## src/rtl/fifo_arb_pkg.sv

```systemverilog
// rtl/fifo_arb_pkg.sv - shared arbiter state type, stat width and round-robin pick helper
package fifo_arb_pkg;

    localparam int STAT_W = 16;
    localparam int RR_MAX = 16;
    localparam int RR_IW  = 4;

    typedef enum logic {
        ARB_IDLE  = 1'b0,
        ARB_GRANT = 1'b1
    } arb_state_t;

    // First set bit of valid[n-1:0] searching upward from last+1, wrapping at n.
    // The loop runs downward so the nearest candidate is the one written last.
    function automatic logic [RR_IW-1:0] rr_pick(
        input logic [RR_MAX-1:0] valid,
        input int                last,
        input int                n
    );
        int idx;
        rr_pick = RR_IW'(last);
        for (int k = RR_MAX; k >= 1; k--) begin
            idx = last + k;
            if (idx >= n) begin
                idx = idx - n;
            end
            if ((k <= n) && valid[idx[3:0]]) begin
                rr_pick = RR_IW'(idx);
            end
        end
    endfunction

endpackage

```

## src/rtl/fifo_rr_pick.sv

```systemverilog
// rtl/fifo_rr_pick.sv - combinational round-robin priority encoder (valid, last -> idx, any)
module fifo_rr_pick
    import fifo_arb_pkg::*;
#(
    parameter  int N  = 4,
    localparam int IW = (N > 1) ? $clog2(N) : 1
) (
    input  logic [N-1:0]  i_valid,
    input  logic [IW-1:0] i_last,
    output logic [IW-1:0] o_idx,
    output logic          o_any
);

    logic [RR_MAX-1:0] w_valid_ext;
    logic [RR_IW-1:0]  w_pick;

    always_comb begin
        w_valid_ext         = '0;
        w_valid_ext[N-1:0]  = i_valid;
    end

    assign w_pick = rr_pick(w_valid_ext, int'(i_last), N);
    assign o_idx  = w_pick[IW-1:0];
    assign o_any  = |i_valid;

endmodule

```

## src/rtl/fifo_wr_arb.sv

```systemverilog
// rtl/fifo_wr_arb.sv - round-robin burst-bounded arbiter for the FIFO write port; FIFO_WR_ARB_STATS_EN adds counters
module fifo_wr_arb
    import fifo_arb_pkg::*;
#(
    parameter  int DSIZE     = 8,
    parameter  int NREQ      = 4,
    parameter  int BURST_LEN = 4,
    localparam int GW        = $clog2(NREQ),
    localparam int BW        = $clog2(BURST_LEN + 1)
) (
    input  logic                  wclk,
    input  logic                  wrst,
    input  logic [NREQ-1:0]       req_valid,
    input  logic [NREQ*DSIZE-1:0] req_data,
    output logic [NREQ-1:0]       req_ready,
    input  logic                  wfull,
    output logic                  winc,
    output logic [DSIZE-1:0]      wdata,
    output logic [GW-1:0]         gnt_id,
    output logic                  busy
`ifdef FIFO_WR_ARB_STATS_EN
    ,
    output logic [NREQ*STAT_W-1:0] stat_words,
    output logic [STAT_W-1:0]      stat_full_stall
`endif
);

    arb_state_t    r_state;
    logic [GW-1:0] r_gnt_id;
    logic [GW-1:0] r_last;
    logic [BW-1:0] r_beat;

    logic [GW-1:0] w_pick_idx;
    logic          w_pick_any;
    logic          w_gnt_valid;
    logic          w_xfer;
    logic          w_burst_done;
    logic          w_release;

    fifo_rr_pick #(
        .N (NREQ)
    ) u_pick (
        .i_valid (req_valid),
        .i_last  (r_last),
        .o_idx   (w_pick_idx),
        .o_any   (w_pick_any)
    );

    assign w_gnt_valid  = req_valid[r_gnt_id];
    assign busy         = (r_state == ARB_GRANT);
    // wrst gating keeps the write port quiet in the reset cycle itself
    assign winc         = busy && w_gnt_valid && !wfull && !wrst;
    assign w_xfer       = winc;
    assign w_burst_done = (r_beat == BW'(BURST_LEN - 1));
    assign w_release    = (w_xfer && w_burst_done) || !w_gnt_valid;
    assign wdata        = req_data[r_gnt_id*DSIZE +: DSIZE];
    assign gnt_id       = r_gnt_id;

    always_comb begin
        req_ready = '0;
        if (busy && !wfull && !wrst) begin
            req_ready[r_gnt_id] = 1'b1;
        end
    end

    always_ff @(posedge wclk or posedge wrst) begin
        if (wrst) begin
            r_state  <= ARB_IDLE;
            r_gnt_id <= '0;
            r_last   <= GW'(NREQ - 1);
            r_beat   <= '0;
        end else begin
            case (r_state)
                ARB_IDLE: begin
                    if (w_pick_any) begin
                        r_gnt_id <= w_pick_idx;
                        r_state  <= ARB_GRANT;
                    end
                end
                ARB_GRANT: begin
                    if (w_release) begin
                        r_state <= ARB_IDLE;
                        r_last  <= r_gnt_id;
                        r_beat  <= '0;
                    end else if (w_xfer) begin
                        r_beat <= r_beat + 1'b1;
                    end
                end
                default: r_state <= ARB_IDLE;
            endcase
        end
    end

`ifdef FIFO_WR_ARB_STATS_EN
    logic [STAT_W-1:0] r_words [NREQ];
    logic [STAT_W-1:0] r_stall;

    always_ff @(posedge wclk or posedge wrst) begin
        if (wrst) begin
            for (int i = 0; i < NREQ; i++) begin
                r_words[i] <= '0;
            end
            r_stall <= '0;
        end else begin
            if (w_xfer && (r_words[r_gnt_id] != '1)) begin
                r_words[r_gnt_id] <= r_words[r_gnt_id] + 1'b1;
            end
            if (busy && w_gnt_valid && wfull && (r_stall != '1)) begin
                r_stall <= r_stall + 1'b1;
            end
        end
    end

    for (genvar g = 0; g < NREQ; g++) begin : g_stat
        assign stat_words[g*STAT_W +: STAT_W] = r_words[g];
    end
    assign stat_full_stall = r_stall;
`endif

endmodule

```

## config.mk

```make
export PLATFORM = sky130hd
export DESIGN_NAME = fifo_wr_arb
export DESIGN_NICKNAME = d
export VERILOG_FILES = /design/src/rtl/fifo_arb_pkg.sv /design/src/rtl/fifo_rr_pick.sv /design/src/rtl/fifo_wr_arb.sv
export SDC_FILE = /design/constraint.sdc
export NUM_CORES = 1
export LEC_CHECK = 0
export BUFFER_PORTS_ARGS = -buffer_cell sky130_fd_sc_hd__clkbuf_2
export CAP_MARGIN = 0
export CORE_MARGIN = 2
export CORE_UTILIZATION = 30
export DETAILED_ROUTE_END_ITERATION = 16
export PLACE_DENSITY = 0.61
export SETUP_SLACK_MARGIN = 0.02
export SLEW_MARGIN = 20
export SYNTH_ARGS = -nofsm -noshare
export SYNTH_HDL_FRONTEND = slang
export SYNTH_SLANG_ARGS = --single-unit
```

## constraint.sdc

```tcl
create_clock -name wclk -period 2.78 [get_ports wclk]
set_input_delay 0.556 -clock wclk [delete_from_list [all_inputs] [get_ports wclk]]
set_output_delay 0.556 -clock wclk [all_outputs]
set_load 0.005 [all_outputs]
```

==> flow_metrics.env <==
export IMPL_cts_root_buf="clkbuf_4"
export IMPL_multi_input_comb_area_um2=681
export IMPL_fin_crit_ps=2340
export IMPL_die_w_um=59.8
export IMPL_crit_path_max_fanout=13
export IMPL_cp_top_family="flip-flops"
export IMPL_cts_resized=0
export IMPL_end_kind="flop"
export IMPL_nNetsFinal=186
export IMPL_synth_top_area_share=0.241
export IMPL_relSlewSlack=0.651
export IMPL_timing_rr_start="r_last[0]"
export IMPL_nFillCells=295
export IMPL_drt_first_pass_iters=4
export IMPL_cp_startpoint="r_last[0]"
export IMPL_tns_ps=0
export IMPL_gp_congestion=0.869
export IMPL_synth_cells=84
export IMPL_grtUsageMet1=0.119
export IMPL_ys_warn_count=0
export IMPL_worst_slew_pin_slew_ps=524
export IMPL_track_usage=0.130
export IMPL_synth_fp_nets=130
export IMPL_endpoint="gnt_id[0]"
export IMPL_synth_seq_area_share=0.217
export IMPL_viasPerCell=5.43
export IMPL_synth_distinct_cells=35
export IMPL_cts_sinks=8
export IMPL_crit_chain="inv_1 -> ha_1 -> mux4_2 -> nand2b_1 -> o21ai_0 -> or3_1"
export IMPL_placementRows=20
export IMPL_clkTransAtPathRegs_ps=50
export IMPL_critPathMaxStageDelay_ps=680
export IMPL_synth_seq_cells=8
export IMPL_crit_required_ps=2910
export IMPL_num_antenna_cells=0
export IMPL_avgRoutedWirePerCell_um=13.3
export IMPL_tritoncts="yes"
export IMPL_clk_latency_ps=250
export IMPL_reg2reg_slack_ps=440
export IMPL_io_pins=55
export IMPL_drv_cap=0
export IMPL_core_area_um2=3000
export IMPL_placement_cell_area_um2=1230
export IMPL_cts_path_max_buffers=2
export IMPL_synth_largest_area_cell="mux4_2"
export IMPL_postCtsHoldBufs=0
export IMPL_port_buffers=54
export IMPL_synthTopCellsByArea="mux4_2 (24%), dfrtp_1 (16%), ha_1 (9.4%)"
export IMPL_utilization=0.417
export IMPL_seqCellArea_um2=203
export IMPL_finClkSkew_ps=3.64
export IMPL_routed_wl_mm=2.27
export IMPL_rsz0062_at_grt="false"
export IMPL_drive_gt1_frac=0.580
export IMPL_p_leak_nw=0.609
export IMPL_ant_nets=0
export IMPL_synthesis_area_um2=933
export IMPL_busiest_layer="met2"
export IMPL_reg2regPathDepth=6
export IMPL_post_cts_setup_buffer_count=0
export IMPL_r2r_end="gnt_id[0]"
export IMPL_dpl_hpwl_mm=1.89
export IMPL_clock_fmax_mhz=427
export IMPL_die_h_um=59.8
export IMPL_ir_drop_mv=0.243
export IMPL_grt_pass1_vias=864
export IMPL_hold_viol_final=0
export IMPL_antenna_found_initial=0
export IMPL_grtUsageMet2=0.248
export IMPL_setup_viol=0
export IMPL_gr_total_overflow=0
export IMPL_syn_mean_instance_area_um2=11.1
export IMPL_cts_buffers=3
export IMPL_first_iter_violations=23
export IMPL_h_tree_depth=1
export IMPL_area_growth_pct=34.0
export IMPL_final_area_um2=1250
export IMPL_die_area_um2=3570
export IMPL_crit_slowest_cell="dfstp_2"
export IMPL_worstHoldPathType="in -> async"
export IMPL_cp_num_cells=6
export IMPL_period_share=0.843
export IMPL_initial_core_util=0.311
export IMPL_power_density_nw_per_um2=926
export IMPL_status="completed"
export IMPL_critical_path_class="reg -> reg"
export IMPL_cp_num_buf_inv=1
export IMPL_gr_usage_met3=0.0346
export IMPL_grt_pass1_wl_mm=3.44
export IMPL_vias=928
export IMPL_slew_violations=0
export IMPL_worstPathArrival_ps=2470
export IMPL_drcViolationCount=0
export IMPL_crit_path_start_kind="flop"
export IMPL_finalPower_mw=1.16
export IMPL_grt_max_degree=17
## cells in the final DEF (no fill, tap or decap), types with 2 or more instances in the layout
cell / n
a21oi_1: 4
o21ai_0: 4
or3_1: 3
clkbuf_4: 3
nor4_1: 2
mux4_2: 10
nor3_1: 4
nor2_1: 2
ha_1: 7
dfstp_2: 2
nand2_1: 2
dfrtp_1: 6
nand2b_1: 2
inv_1: 7
mux2_2: 4
clkbuf_2: 54
mux2i_1: 4
## cells by family after synthesis
| kind of cell | count (synthesis) | share of synthesized area |
|---|---|---|
| muxes | 19 | 0.345 |
| AOI/OAI and AO/OA | 17 | 0.134 |
| buffers and inverters | 11 | 0.0536 |
| adders and majority gates | 7 | 0.0938 |
| and+or+nand+nor | 22 | 0.157 |
| DFF | 8 | 0.217 |
## where the power goes
| group | total (mW) | internal [mW] | switching [mW] |
|---|---|---|---|
| combinational | 0.784 | 0.438 | 0.345 |
| sequential | 0.287 | 0.181 | 0.106 |
| clock | 0.0879 | 0.0493 | 0.0386 |
## worst register-to-register path: cells and delay by family (launching register included)
family	cells	cell delay (ps)
flops	1	680
mux	1	510
simple gates	2	440
fa+ha+maj	1	380
buf+inv	1	130
compound gates	1	90
## cell type report
cell class,instances,area share
inverters,7,0.0210
clock buffers,3,0.0180
repair buffers,55,0.222
flip-flops and latches,8,0.162
well taps,33,0.0330
multi-input cells,65,0.544
## cell usage after synthesis (all sizes together)
master,number
a21boi,1
mux2i,4
nor4,3
nand2b,2
o311a,1
dfrtp,6
ha,7
nor2,2
nor2b,1
a22oi,1
nand3b,1
mux2,5
buf,3
o21bai,1
or3,3
and3,1
mux4,10
nor3,4
o41ai,1
o21ai,4
inv,7
nor3b,2
dfstp,2
a21oi,5
nand2,2
o22ai,1
clkbuf,1
a221o,1
a22o,1
and2,1
## state kept, by name (all words and copies together) (netlist names)
name / flops
r_beat: 3
gnt_id: 2
r_last: 2
busy: 1
## per-layer routing
| metal | share of wire | up-vias |
|---|---|---|
| met2 | 0.48 | 53 |
| met3 | 0.10 | 6 |
| li1 | - | 437 |
| met5 | 0 | - |
| met1 | 0.39 | 432 |
| met4 | 0.026 | 0 |
## per-stage QoR
stage / setup slack [ps] / cells / hold WS (ps)
floorplan: 565 / 84 / 370
global placement: 502 / 168 / 475
detailed placement: 442 / 168 / 473
CTS: 436 / 171 / 247
global route: 295 / 171 / 248
finish: 437 / 171 / 249
## worst min path at each step
stage | to | startpoint
finish | r_beat[1] | wrst
global route | r_beat[2] | wrst
CTS | r_beat[1] | wrst
detailed placement | r_beat[0] | r_beat[0]
global placement | r_beat[0] | r_beat[0]
floorplan | busy | wrst
(Power assumes the default switching activity.)
